`src/rtl/apb_arb_pkg.sv`:
```
// Shared types and constants for the APB master arbiter.
// Latency: none (package only).
// Backpressure: n/a.
//
// Holds the transfer FSM state encoding, the peripheral address window
// and a helper that tests an address against that window.
package apb_arb_pkg;

  typedef enum logic [1:0] {
    IDLE   = 2'd0,
    SETUP  = 2'd1,
    ACCESS = 2'd2,
    DECERR = 2'd3
  } apb_state_t;

  // Inclusive bounds of the address range that is forwarded to APB.
  localparam logic [31:0] APB_WIN_START = 32'h1A10_0000;
  localparam logic [31:0] APB_WIN_END   = 32'h1A11_7FFF;

  // Callers zero-extend their address to 64 bits, so the test is
  // independent of the configured address width.
  function automatic logic in_apb_window(input logic [63:0] addr);
    return (addr >= {32'h0, APB_WIN_START}) && (addr <= {32'h0, APB_WIN_END});
  endfunction

endpackage

```
`src/rtl/apb_rr_arb.sv`:
```
// Round-robin arbiter: one-hot winner among NB_REQ requests.
// Latency: combinational grant; priority pointer updates on the clock edge.
// Backpressure: none; the caller masks req while it cannot accept a grant.
//
// Ports: clk, rst (sync, active-high); req (request vector); advance
// (a grant is being taken this cycle); gnt (one-hot winner).
module apb_rr_arb #(
  parameter int NB_REQ = 2
) (
  input  logic              clk,
  input  logic              rst,
  input  logic [NB_REQ-1:0] req,
  input  logic              advance,
  output logic [NB_REQ-1:0] gnt
);

  localparam int PW = (NB_REQ > 1) ? $clog2(NB_REQ) : 1;

  logic [PW-1:0] ptr_q;
  logic [PW-1:0] win_idx;
  logic          found;

  // Scan starting at the pointer; the first active request wins.
  always_comb begin
    gnt     = '0;
    win_idx = '0;
    found   = 1'b0;
    for (int i = 0; i < NB_REQ; i++) begin
      int j;
      j = int'(ptr_q) + i;
      if (j >= NB_REQ) j = j - NB_REQ;
      if (!found && req[j]) begin
        found   = 1'b1;
        gnt[j]  = 1'b1;
        win_idx = PW'(j);
      end
    end
  end

  // After a grant to k, requester k+1 (wrapping) becomes highest priority.
  always_ff @(posedge clk) begin
    if (rst) begin
      ptr_q <= '0;
    end else if (advance) begin
      ptr_q <= (int'(win_idx) == NB_REQ - 1) ? '0 : win_idx + 1'b1;
    end
  end

endmodule

```
`src/rtl/apb_master_arbiter.sv`:
```
// Arbitrates NB_REQ requesters onto one APB master port, with decode errors.
// Latency: grant same cycle as request; response 3 cycles after grant plus wait states (1 for decode error).
// Backpressure: requests hold until granted; grants only issue while the FSM is idle.
//
// Ports: clk, rst (sync, active-high); per-requester req_i/addr_i/we_i/wdata_i
// (packed, slice k = requester k); gnt_o one-hot grant; rvalid_o/rdata_o/err_o
// response; paddr/pwdata/pwrite/psel/penable/prdata/pready/pslverr APB master.
// Optional macro APB_ARB_TIMEOUT_EN: abort an ACCESS phase after TIMEOUT_CYCLES
// cycles without pready and return an error response.
import apb_arb_pkg::*;

module apb_master_arbiter #(
  parameter int NB_REQ         = 2,
  parameter int APB_ADDR_WIDTH = 32,
  parameter int APB_DATA_WIDTH = 32,
  parameter int TIMEOUT_CYCLES = 255
) (
  input  logic                               clk,
  input  logic                               rst,
  input  logic [NB_REQ-1:0]                  req_i,
  input  logic [NB_REQ*APB_ADDR_WIDTH-1:0]   addr_i,
  input  logic [NB_REQ-1:0]                  we_i,
  input  logic [NB_REQ*APB_DATA_WIDTH-1:0]   wdata_i,
  output logic [NB_REQ-1:0]                  gnt_o,
  output logic [NB_REQ-1:0]                  rvalid_o,
  output logic [APB_DATA_WIDTH-1:0]          rdata_o,
  output logic                               err_o,
  output logic [APB_ADDR_WIDTH-1:0]          paddr,
  output logic [APB_DATA_WIDTH-1:0]          pwdata,
  output logic                               pwrite,
  output logic                               psel,
  output logic                               penable,
  input  logic [APB_DATA_WIDTH-1:0]          prdata,
  input  logic                               pready,
  input  logic                               pslverr
);

  apb_state_t state_q, state_d;

  logic [NB_REQ-1:0]         arb_req;
  logic [NB_REQ-1:0]         gnt;
  logic [NB_REQ-1:0]         owner_q;
  logic [APB_ADDR_WIDTH-1:0] sel_addr;
  logic [APB_DATA_WIDTH-1:0] sel_wdata;
  logic                      sel_we;
  logic                      in_win;
  logic                      to_hit;

  // Only offer requests to the arbiter when a grant can actually be taken;
  // this also keeps the pointer frozen outside IDLE and during reset.
  assign arb_req = (state_q == IDLE && !rst) ? req_i : '0;
  assign gnt_o   = gnt;

  apb_rr_arb #(.NB_REQ(NB_REQ)) u_rr (
    .clk     (clk),
    .rst     (rst),
    .req     (arb_req),
    .advance (|gnt),
    .gnt     (gnt)
  );

  // One-hot mux of the winner's request fields.
  always_comb begin
    sel_addr  = '0;
    sel_wdata = '0;
    sel_we    = 1'b0;
    for (int k = 0; k < NB_REQ; k++) begin
      if (gnt[k]) begin
        sel_addr  = sel_addr  | addr_i[k*APB_ADDR_WIDTH +: APB_ADDR_WIDTH];
        sel_wdata = sel_wdata | wdata_i[k*APB_DATA_WIDTH +: APB_DATA_WIDTH];
        sel_we    = sel_we    | we_i[k];
      end
    end
  end

  assign in_win = in_apb_window(64'(sel_addr));

`ifdef APB_ARB_TIMEOUT_EN
  localparam int TO_W = $clog2(TIMEOUT_CYCLES + 1);
  logic [TO_W-1:0] to_cnt_q;

  // Counts ACCESS cycles without pready; restarts for every transfer.
  always_ff @(posedge clk) begin
    if (rst) begin
      to_cnt_q <= '0;
    end else if (state_q == SETUP) begin
      to_cnt_q <= '0;
    end else if (state_q == ACCESS && !pready) begin
      to_cnt_q <= to_cnt_q + 1'b1;
    end
  end

  assign to_hit = !pready && (to_cnt_q == TO_W'(TIMEOUT_CYCLES - 1));
`else
  assign to_hit = 1'b0;
`endif

  always_comb begin
    state_d = state_q;
    psel    = 1'b0;
    penable = 1'b0;
    case (state_q)
      IDLE: begin
        if (|gnt) state_d = in_win ? SETUP : DECERR;
      end
      SETUP: begin
        psel    = 1'b1;
        state_d = ACCESS;
      end
      ACCESS: begin
        psel    = 1'b1;
        penable = 1'b1;
        if (pready || to_hit) state_d = IDLE;
      end
      DECERR: begin
        state_d = IDLE;
      end
      default: state_d = IDLE;
    endcase
  end

  always_ff @(posedge clk) begin
    if (rst) begin
      state_q  <= IDLE;
      owner_q  <= '0;
      paddr    <= '0;
      pwdata   <= '0;
      pwrite   <= 1'b0;
      rvalid_o <= '0;
      err_o    <= 1'b0;
      rdata_o  <= '0;
    end else begin
      state_q  <= state_d;
      rvalid_o <= '0;
      err_o    <= 1'b0;
      rdata_o  <= '0;

      // Capture the request on its grant cycle; paddr/pwdata/pwrite then
      // stay stable through SETUP and ACCESS.
      if (|gnt) begin
        owner_q <= gnt;
        paddr   <= sel_addr;
        pwdata  <= sel_wdata;
        pwrite  <= sel_we;
        // Out-of-window: the response pulse coincides with the DECERR cycle.
        if (!in_win) begin
          rvalid_o <= gnt;
          err_o    <= 1'b1;
        end
      end

      if (state_q == ACCESS) begin
        if (pready) begin
          rvalid_o <= owner_q;
          err_o    <= pslverr;
          rdata_o  <= (pwrite || pslverr) ? '0 : prdata;
        end else if (to_hit) begin
          rvalid_o <= owner_q;
          err_o    <= 1'b1;
        end
      end
    end
  end

endmodule

```
`config.mk`:
```
export PLATFORM = sky130hd
export DESIGN_NAME = apb_master_arbiter
export DESIGN_NICKNAME = d
export VERILOG_FILES = /design/src/rtl/apb_arb_pkg.sv /design/src/rtl/apb_rr_arb.sv /design/src/rtl/apb_master_arbiter.sv
export SDC_FILE = /design/constraint.sdc
export NUM_CORES = 1
export LEC_CHECK = 0
export CORE_ASPECT_RATIO = 0.75
export CORE_MARGIN = 4
export CORE_UTILIZATION = 39
export DETAILED_ROUTE_END_ITERATION = 8
export GPL_ROUTABILITY_DRIVEN = 0
export PLACE_DENSITY = 0.89
export SETUP_SLACK_MARGIN = 0.15
export SKIP_LAST_GASP = 1
export SLEW_MARGIN = 20
export SYNTH_ARGS = -nofsm -noshare
export SYNTH_HDL_FRONTEND = slang
export SYNTH_SLANG_ARGS = --single-unit
export TNS_END_PERCENT = 100
```
`constraint.sdc`:
```
create_clock -name clk -period 6.85 [get_ports clk]
set_input_delay 2.055 -clock clk [delete_from_list [all_inputs] [get_ports clk]]
set_output_delay 2.055 -clock clk [all_outputs]
set_load 0.005 [all_outputs]
```
==> qor.txt, run 1 <==
CTS Hold Bufs: 0
total number of vias: 4,646
Post-CTS Resized: 0
predominant post-synthesis flop cell: dfxtp_1
number of synthesized flops with an enable pin: 0
cell taking the most area after synthesis: dfxtp_1
clock tree from TritonCTS: yes
Period Utilization, post-route: 86.5%
critical path type: in -> out
RR Endpoint: rvalid_o[1]$_SDFF_PP0_
layout cells sized above 1: 4.53%
startpoint types: primary input
HPWL after DPL: 11,800 um
worst IR drop on VDD: 0.145 mV
Core ar.: 0.0104 mm^2
Syn Std Cell Area: 0.00419 mm^2
Synth Register Bits: 105
syn_area_per_cell: 8.89 um^2
Critical Path AT: 3870 ps
drt pass-1 iters: 5
Synth top area share: 50.1%
Syn Nets: 644
Leakage: 2.56 nW
PD cells: 250 mW/mm^2
crit path launch: req_i[1]
WHS Endpoint: paddr[8]$_SDFFE_PP0P_
fmax: 169 MHz
r2r worst-path depth: 11
H-tree Lvls: 3
setup bufs post-CTS: 0
Post-synth ARST share: 0%
vias in the first global route: 4,724
worst hold path class: reg -> reg
Fin Clk Skew: 8.78 ps
R2R Setup Slk: 3210 ps
Hold Path Origin: paddr[8]$_SDFFE_PP0P_
DRC viols: 0
Final Hold Fails: 0
row count: 32
Critical Path RT: 4800 ps
die width: 128 um
Synth cell types: 49
register area share after synthesis: 50.1%
CTS Sinks: 105
Clock Latency Late Sink: 340 ps
largest cells by area after synthesis: dfxtp_1 50%, a22oi_1 11%, a21oi_1 8.4%
IO Count: 272
clock root buffer: clkbuf_16
IO Port Bufs: 271
Total GRT Usage: 24.1%
Vias/cell: 5.36
TNS Setup: 0 ps
Mapped Cells: 472
pin count of the biggest net entering global routing: 76
Starting Density: 40.3%
Setup crit end kind: output port
crit-path max FO: 12
Die Y: 97.8 um
final wirelength: 15,600 um
final setup violation count: 0
number of synthesis warnings: 0
gr ovfl total: 0
fin crit period: 5920 ps
Finished Layout Cells: 866
Slew Limit Fails: 0
CTS buffer count: 9
Hold Path Depth: 2
headroom to the max-slew limit: 44.4%
Worst Tran Pin Value: 834 ps
outcome: complete, no violations
RR Startpoint: state_q[0]$_SDFFE_PP0P_
RSZ-0062 raised after global routing: no
area delta synth->final: 73.2%
nets@finish: 896
total die area: 0.0125 mm^2
placed cells: 849
CTS max path bufs: 2
WL/cell: 18.0 um
Worst-path clk slew: 80 ps
Core Util, Final: 69.8%
DR iter-0 viols: 271
initial antenna violation count: 1
setup ws final: 927 ps
Placement Setup Slack: 964 ps
wire length of the first global-routing pass: 24,200 um
Max Cap Viol: 0
antenna-violating nets left: 0
[metrics by stage]
step           total power [mW]  area, um^2  hold slack [ps]
2_1_floorplan             0.988        4190              436
5_1_grt                    1.92        7260              478
4_1_cts                    1.83        7260              459
6_report                   1.81        7260              457
3_3_place_gp               1.30        6970              440
3_5_place_dp               1.32        6970              450
[Yosys cell counts (4+ instances only)]
cell type,instances
clkbuf_1,23
buf_2,4
dfxtp_1,105
inv_1,6
nor2_1,9
a31oi_1,13
nand4_1,5
a21oi_1,70
ha_1,4
and2_1,33
nand2_1,82
nor4_1,5
buf_1,6
a22oi_1,62
nand3_1,5
[report_power, final]
group          total (mW)  internal (mW)  switching, mW
Sequential          0.734          0.692         0.0419
Clock               0.501          0.258          0.243
Combinational       0.580          0.314          0.266
[sequential cells by signal, summed over array words and instances, names as in the netlist, named ones only]
name / flops
pwdata: 32
state_q: 2
rdata_o: 32
pwrite: 1
owner_q: 2
err_o: 1
rvalid_o: 2
paddr: 32
[worst max-delay path, stage by stage]
cell and delay (ps):
clkdlybuf4s50_1 490, and3b_1 440, nand2_1 250, inv_2 120
clkdlybuf4s50_1 520
[final cells by class]
| cell class | instances | area, um^2 |
|---|---|---|
| clock inverter | 7 | 68.8 |
| clock buffer | 9 | 225 |
| antenna | 1 | 2.50 |
| sequential | 105 | 2100 |
| multi-input combinational | 325 | 1920 |
| timing repair buffer | 276 | 2750 |
| inverter | 7 | 26.3 |
| fill | 786 | 3150 |
| tap | 136 | 170 |
[cells in the final DEF (no fill, tap or decap), types with 2 or more instances in the layout]
master,count
clkdlybuf4s50_1,270
dfxtp_1,105
nand2_1,82
a21oi_1,70
a22oi_1,62
and2_1,33
a31oi_1,13
clkbuf_16,9
nor2_1,8
inv_1,5
nand4_1,5
nand3_1,5
buf_4,5
nor4_1,4
ha_1,4
inv_8,3
inv_2,2
nand2b_1,2
o211ai_1,2
nor4b_1,2
and4_1,2
o32ai_1,2
inv_6,2
clkinv_4,2
[worst max path at each step]
stage | endpoint | slack (ps) | cells after the start
after floorplan | gnt_o[0] | 1720 | 5
after global placement | gnt_o[1] | 1000 | 5
after detailed placement | gnt_o[1] | 960 | 5
after CTS | gnt_o[1] | 950 | 5
after global routing | gnt_o[1] | 860 | 5
final | gnt_o[1] | 930 | 5
[routing by layer]
layer / wire length [um] / part of all wire, % / vias to the layer above / track usage, %
li1: - / - / 2209 / -
met1: 5750 / 37 / 2158 / 27.4
met2: 7780 / 50 / 244 / 41.1
met3: 1630 / 10 / 35 / 8.80
met4: 444 / 2.8 / 0 / 9.38
met5: 0 / 0 / - / 0
[cells by family after synthesis]
group                      after synthesis  share of synthesized area [%]
adders and majority gates                4                           1.19
DFF                                    105                           50.1
AOI/OAI and AO/OA                      164                           25.4
and+or+nand+nor                        156                           18.6
muxes                                    1                          0.239
buffers and inverters                   42                           4.36
Note: power is estimated with default switching activity, not from simulation.
==> run 2: changes to the inputs <==
- PLACE_DENSITY: 0.89 -> 0.86
==> qor.txt, run 2 (synthesis results as in run 1) <==
wire length of the first global-routing pass: 24,500 um (+1.4%)
M3 GR Usage: 7.93% (-0.87 points)
Core Util, Final: 69.6% (-0.22 points)
die width: 128 um (unchanged)
# diodes: 0 (-1)
Finished Layout Cells: 865 (-0.12%)
Leakage: 2.55 nW (-0.43%)
Core ar.: 0.0104 mm^2 (unchanged)
Critical Path Most Common Cell: clkdlybuf4s50_1
outcome: complete, no violations
clock tree from TritonCTS: yes
worst hold path class: reg -> reg
critical path's largest stage delay: 530 ps (about the same)
Final Hold Fails: 0 (unchanged)
vias in the first global route: 4,769 (+0.95%)
met2 usage: 43.1% (+2.1 points)
Clock Latency Late Sink: 340 ps (about the same)
HPWL after DPL: 11,800 um (-0.56%)
Starting Density: 40.3% (unchanged)
IO Count: 272 (unchanged)
DRC viols: 0 (unchanged)
Hold Path Depth: 2 (unchanged)
RSZ-0062 raised after global routing: no
WL/cell: 18.0 um (about the same)
worst IR drop on VDD: 0.149 mV (+2.4%)
CTS buffer count: 9 (unchanged)
Setup crit end kind: output port
drt pass-1 iters: 5 (unchanged)
CTS Sinks: 105 (unchanged)
Worst-path clk slew: 60 ps (-20 ps)
DR iter-0 viols: 215 (-21%)
commonest non-fill, non-tap cell in the layout: clkdlybuf4s50_1
PD cells: 248 mW/mm^2 (-0.87%)
Largest regs: paddr: 32 flops, pwdata: 32 flops, rdata_o: 32 flops
Die Y: 97.8 um (unchanged)
Worst Tran Pin Value: 958 ps (+124 ps)
fin crit period: 5970 ps (+50.2 ps)
Post-CTS Resized: 0 (unchanged)
H-tree Lvls: 3 (unchanged)
gr ovfl total: 0 (unchanged)
nets@finish: 896 (unchanged)
pin count of the biggest net entering global routing: 76 (unchanged)
total die area: 0.0125 mm^2 (unchanged)
headroom to the max-slew limit: 35.6% (-8.8 points)
initial antenna violation count: 0 (-1)
Fin Clk Skew: 8.33 ps (-0.445 ps)
critical path type: in -> out
Total GRT Usage: 24.2% (+0.091 points)
antenna-violating nets left: 0 (unchanged)
area delta synth->final: 72.6%
CTS Hold Bufs: 0 (unchanged)
met1 global-route usage: 27.6% (+0.17 points)
slowest CP cell: clkdlybuf4s50_1
r2r worst-path depth: 11 (unchanged)
Post-DP Area: 0.00697 mm^2 (unchanged)
Period Utilization, post-route: 87.2% (+0.73 points)
most frequent cells in the layout: 270 x clkdlybuf4s50_1, 105 x dfxtp_1, 82 x nand2_1, 70 x a21oi_1, 62 x a22oi_1
total number of vias: 4,600 (-0.99%)
setup bufs post-CTS: 0 (unchanged)
startpoint types: primary input
TNS Setup: 0 ps (unchanged)
final instance area: 0.00724 mm^2 (-0.31%)
placed cells: 849 (unchanged)
row count: 32 (unchanged)
CP cell instances: clkdlybuf4s50_1 -> and3b_1 -> nand2_1 -> inv_2 -> clkdlybuf4s50_1
crit-path max FO: 12 (unchanged)
IO Port Bufs: 271 (unchanged)
clock root buffer: clkbuf_16
final wirelength: 15,600 um (-0.17%)
CTS max path bufs: 2 (unchanged)
Critical Path AT: 3920 ps (+50 ps)
final setup violation count: 0 (unchanged)
Slew Limit Fails: 0 (unchanged)
Vias/cell: 5.32 (-0.88%)
fmax: 167 MHz (-0.84%)
Critical Path RT: 4800 ps (about the same)
layer with the highest usage: met2
layout cells sized above 1: 4.39% (-0.14 points)
Max Cap Viol: 0 (unchanged)
-- run 2: changes by cell type in the layout (fill, tap and decap cells not counted) --
cell	before	now
clkbuf_8	0	1
inv_6	2	0
diode_2	1	0
clkbuf_1	0	1
inv_8	3	0
clkinv_4	2	1
clkinvlp_4	0	1
clkinv_2	0	3
-- run 2: worst max-delay path, delay by kind of cell --
kind | cells | cell delay (ps)
buf+inv | 3 | 1140
simple gates | 2 | 710
-- run 2: per-layer routing --
layer  vias up  part of all wire [%]
met5         -                     0
met4         0                   1.7
met3        23                   8.9
met2       229                    51
met1      2140                    39
li1       2208                     -
-- run 2: area by class of cell --
class                           instances  area (um^2)
Clock buffer                           11          243
Clock inverter                          5         31.3
Fill cell                             795         3170
Inverter                                7         26.3
Multi-Input combinational cell        325         1920
Sequential cell                       105         2100
Tap cell                              136          170
Timing Repair Buffer                  276         2750
-- run 2: path summary, 6_finish.rpt --
path,slack (ps),to,startpoint
setup / recovery,880,gnt_o[1],req_i[1]
hold / removal,450,paddr[5]$_SDFFE_PP0P_,paddr[5]$_SDFFE_PP0P_
setup reg to reg,3200,rvalid_o[0]$_SDFF_PP0_,state_q[1]$_SDFFE_PP0P_
hold reg to reg,450,paddr[5]$_SDFFE_PP0P_,paddr[5]$_SDFFE_PP0P_
-- run 2: stage by stage --
stage               total power [mW]  hold slack (ps)  setup slack [ps]
finish                          1.79              448               876
global route                    1.89              469               781
CTS                             1.80              455               939
detailed placement              1.32              446               952
global placement                1.30              439              1010
floorplan                      0.988              436              1720
-- run 2: power breakdown --
part | switching (mW) | leakage [nW] | internal, mW | total (mW)
Sequential | 0.0398 | 0.855 | 0.692 | 0.732
Clock | 0.224 | 0.135 | 0.256 | 0.479
Combinational | 0.268 | 1.56 | 0.314 | 0.582
Total | 0.531 | 2.55 | 1.26 | 1.79
==> run 3: changes to the inputs <==
- CORE_MARGIN: 4 -> 2
==> qor.txt, run 3 (synthesis results as in run 1) <==
worst IR drop on VDD: 0.188 mV (+27%)
Leakage: 2.55 nW (about the same)
clock root buffer: clkbuf_16
nets@finish: 896 (unchanged)
antenna-violating nets left: 0 (unchanged)
gr ovfl total: 0 (unchanged)
Period Utilization, post-route: 86.9% (-0.35 points)
fin crit period: 5950 ps (-24.1 ps)
HPWL after DPL: 11,200 um (-5.2%)
worst hold path class: reg -> reg
Total GRT Usage: 24.8% (+0.58 points)
Post-CTS Resized: 0 (unchanged)
CTS Sinks: 105 (unchanged)
Slew Limit Fails: 0 (unchanged)
vias in the first global route: 4,496 (-5.7%)
pin count of the biggest net entering global routing: 76 (unchanged)
DR iter-0 viols: 278 (+29%)
RSZ-0062 raised after global routing: no
CTS max path bufs: 2 (unchanged)
fmax: 168 MHz (+0.41%)
Fin Clk Skew: 6.43 ps (-1.91 ps)
IO Count: 272 (unchanged)
Core ar.: 0.0104 mm^2 (-0.39%)
Worst Tran Pin Value: 812 ps (-146 ps)
area occupied by multi-input gates: 0.00192 mm^2 (unchanged)
FILL cells: 788 (-0.88%)
final wirelength: 15,100 um (-3.2%)
Largest regs: paddr: 32 flops, pwdata: 32 flops, rdata_o: 32 flops
placed cells: 849 (unchanged)
Finished Layout Cells: 866 (+0.12%)
layout cells sized above 1: 4.53% (+0.14 points)
die width: 124 um (-3.1%)
headroom to the max-slew limit: 45.9% (+10 points)
area delta synth->final: 72.9%
wire length of the first global-routing pass: 22,300 um (-9.0%)
outcome: complete, no violations
H-tree Lvls: 3 (unchanged)
final setup violation count: 0 (unchanged)
Critical Path RT: 4800 ps (about the same)
critical path type: in -> out
drt pass-1 iters: 6 (+1)
Critical Path AT: 3890 ps (-30 ps)
PD cells: 248 mW/mm^2 (about the same)
Starting Density: 40.4% (+0.16 points)
Worst-path clk slew: 70 ps (about the same)
clock tree from TritonCTS: yes
WL/cell: 17.4 um (-3.3%)
Max Cap Viol: 0 (unchanged)
IO Port Bufs: 271 (unchanged)
row count: 32 (unchanged)
total die area: 0.0116 mm^2 (-7.1%)
Final Hold Fails: 0 (unchanged)
setup bufs post-CTS: 0 (unchanged)
Setup crit end kind: output port
total number of vias: 4,673 (+1.6%)
TNS Setup: 0 ps (unchanged)
startpoint types: primary input
CTS Hold Bufs: 0 (unchanged)
initial antenna violation count: 1 (+1)
Clock Latency Late Sink: 340 ps (about the same)
crit-path max FO: 12 (unchanged)
FF/Latch Area: 0.00210 mm^2 (unchanged)
CTS buffer count: 9 (unchanged)
DRC viols: 0 (unchanged)
Die Y: 93.8 um (-4.1%)
commonest non-fill, non-tap cell in the layout: clkdlybuf4s50_1
most frequent cells in the layout: 270 x clkdlybuf4s50_1, 105 x dfxtp_1, 82 x nand2_1, 70 x a21oi_1, 62 x a22oi_1
Vias/cell: 5.40 (+1.5%)
[run 3: changes by cell type in the layout (fill, tap and decap cells not counted), sizes merged]
| cell | delta |
|---|---|
| clkbuf | -1 |
| inv | +1 |
| clkinv | -1 |
| clkinvlp | +1 |
| diode | +1 |
[run 3: power breakdown]
| group | switching, mW | internal (mW) | leakage (nW) |
|---|---|---|---|
| logic | 0.264 | 0.314 | 1.56 |
| registers | 0.0419 | 0.692 | 0.855 |
| clock network | 0.226 | 0.257 | 0.135 |
| total | 0.533 | 1.26 | 2.55 |
[run 3: critical path: stages]
cell and delay, ps:
clkdlybuf4s50_1 520, and3b_1 460, nand2_1 230, inv_2 100, clkdlybuf4s50_1 530
[run 3: layout make-up]
type	count	share of cell area (%)
antenna	1	0.0345
clock buffer	10	3.30
clock inverter	6	0.587
inverter	7	0.362
multi-input combinational	325	26.5
sequential	105	29.0
tap	136	2.35
timing repair buffer	276	37.9
[run 3: routing by layer]
layer	vias to the layer above	track usage [%]	wire length (um)
li1	2207	-	-
met1	2210	28.4	5910
met2	230	43.1	7400
met3	26	8.37	1490
met4	0	8.05	278
met5	-	0	0
[run 3: metrics by stage]
stage | hold slack [ps] | utilization (%) | total power [mW] | worst slack, ps | area, um^2
global placement | 439 | 67.2 | 1.30 | 1020 | 6970
floorplan | 436 | - | 0.988 | 1720 | 4190
finish | 453 | 69.9 | 1.80 | 900 | 7250
detailed placement | 446 | 67.2 | 1.32 | 942 | 6970
global route | 463 | 69.9 | 1.89 | 792 | 7250
CTS | 455 | 69.9 | 1.80 | 934 | 7250
[run 3: path summary, 6_finish.rpt]
kind / start / to / slack [ps] / depth (start not counted)
worst max-delay path: req_i[1] / gnt_o[1] / 900 / 5
worst min-delay path: pwdata[27]$_SDFFE_PP0P_ / pwdata[27]$_SDFFE_PP0P_ / 450 / 2
worst max register to register: state_q[0]$_SDFFE_PP0P_ / rvalid_o[1]$_SDFF_PP0_ / 3280 / 11
worst min register to register: pwdata[27]$_SDFFE_PP0P_ / pwdata[27]$_SDFFE_PP0P_ / 450 / 2
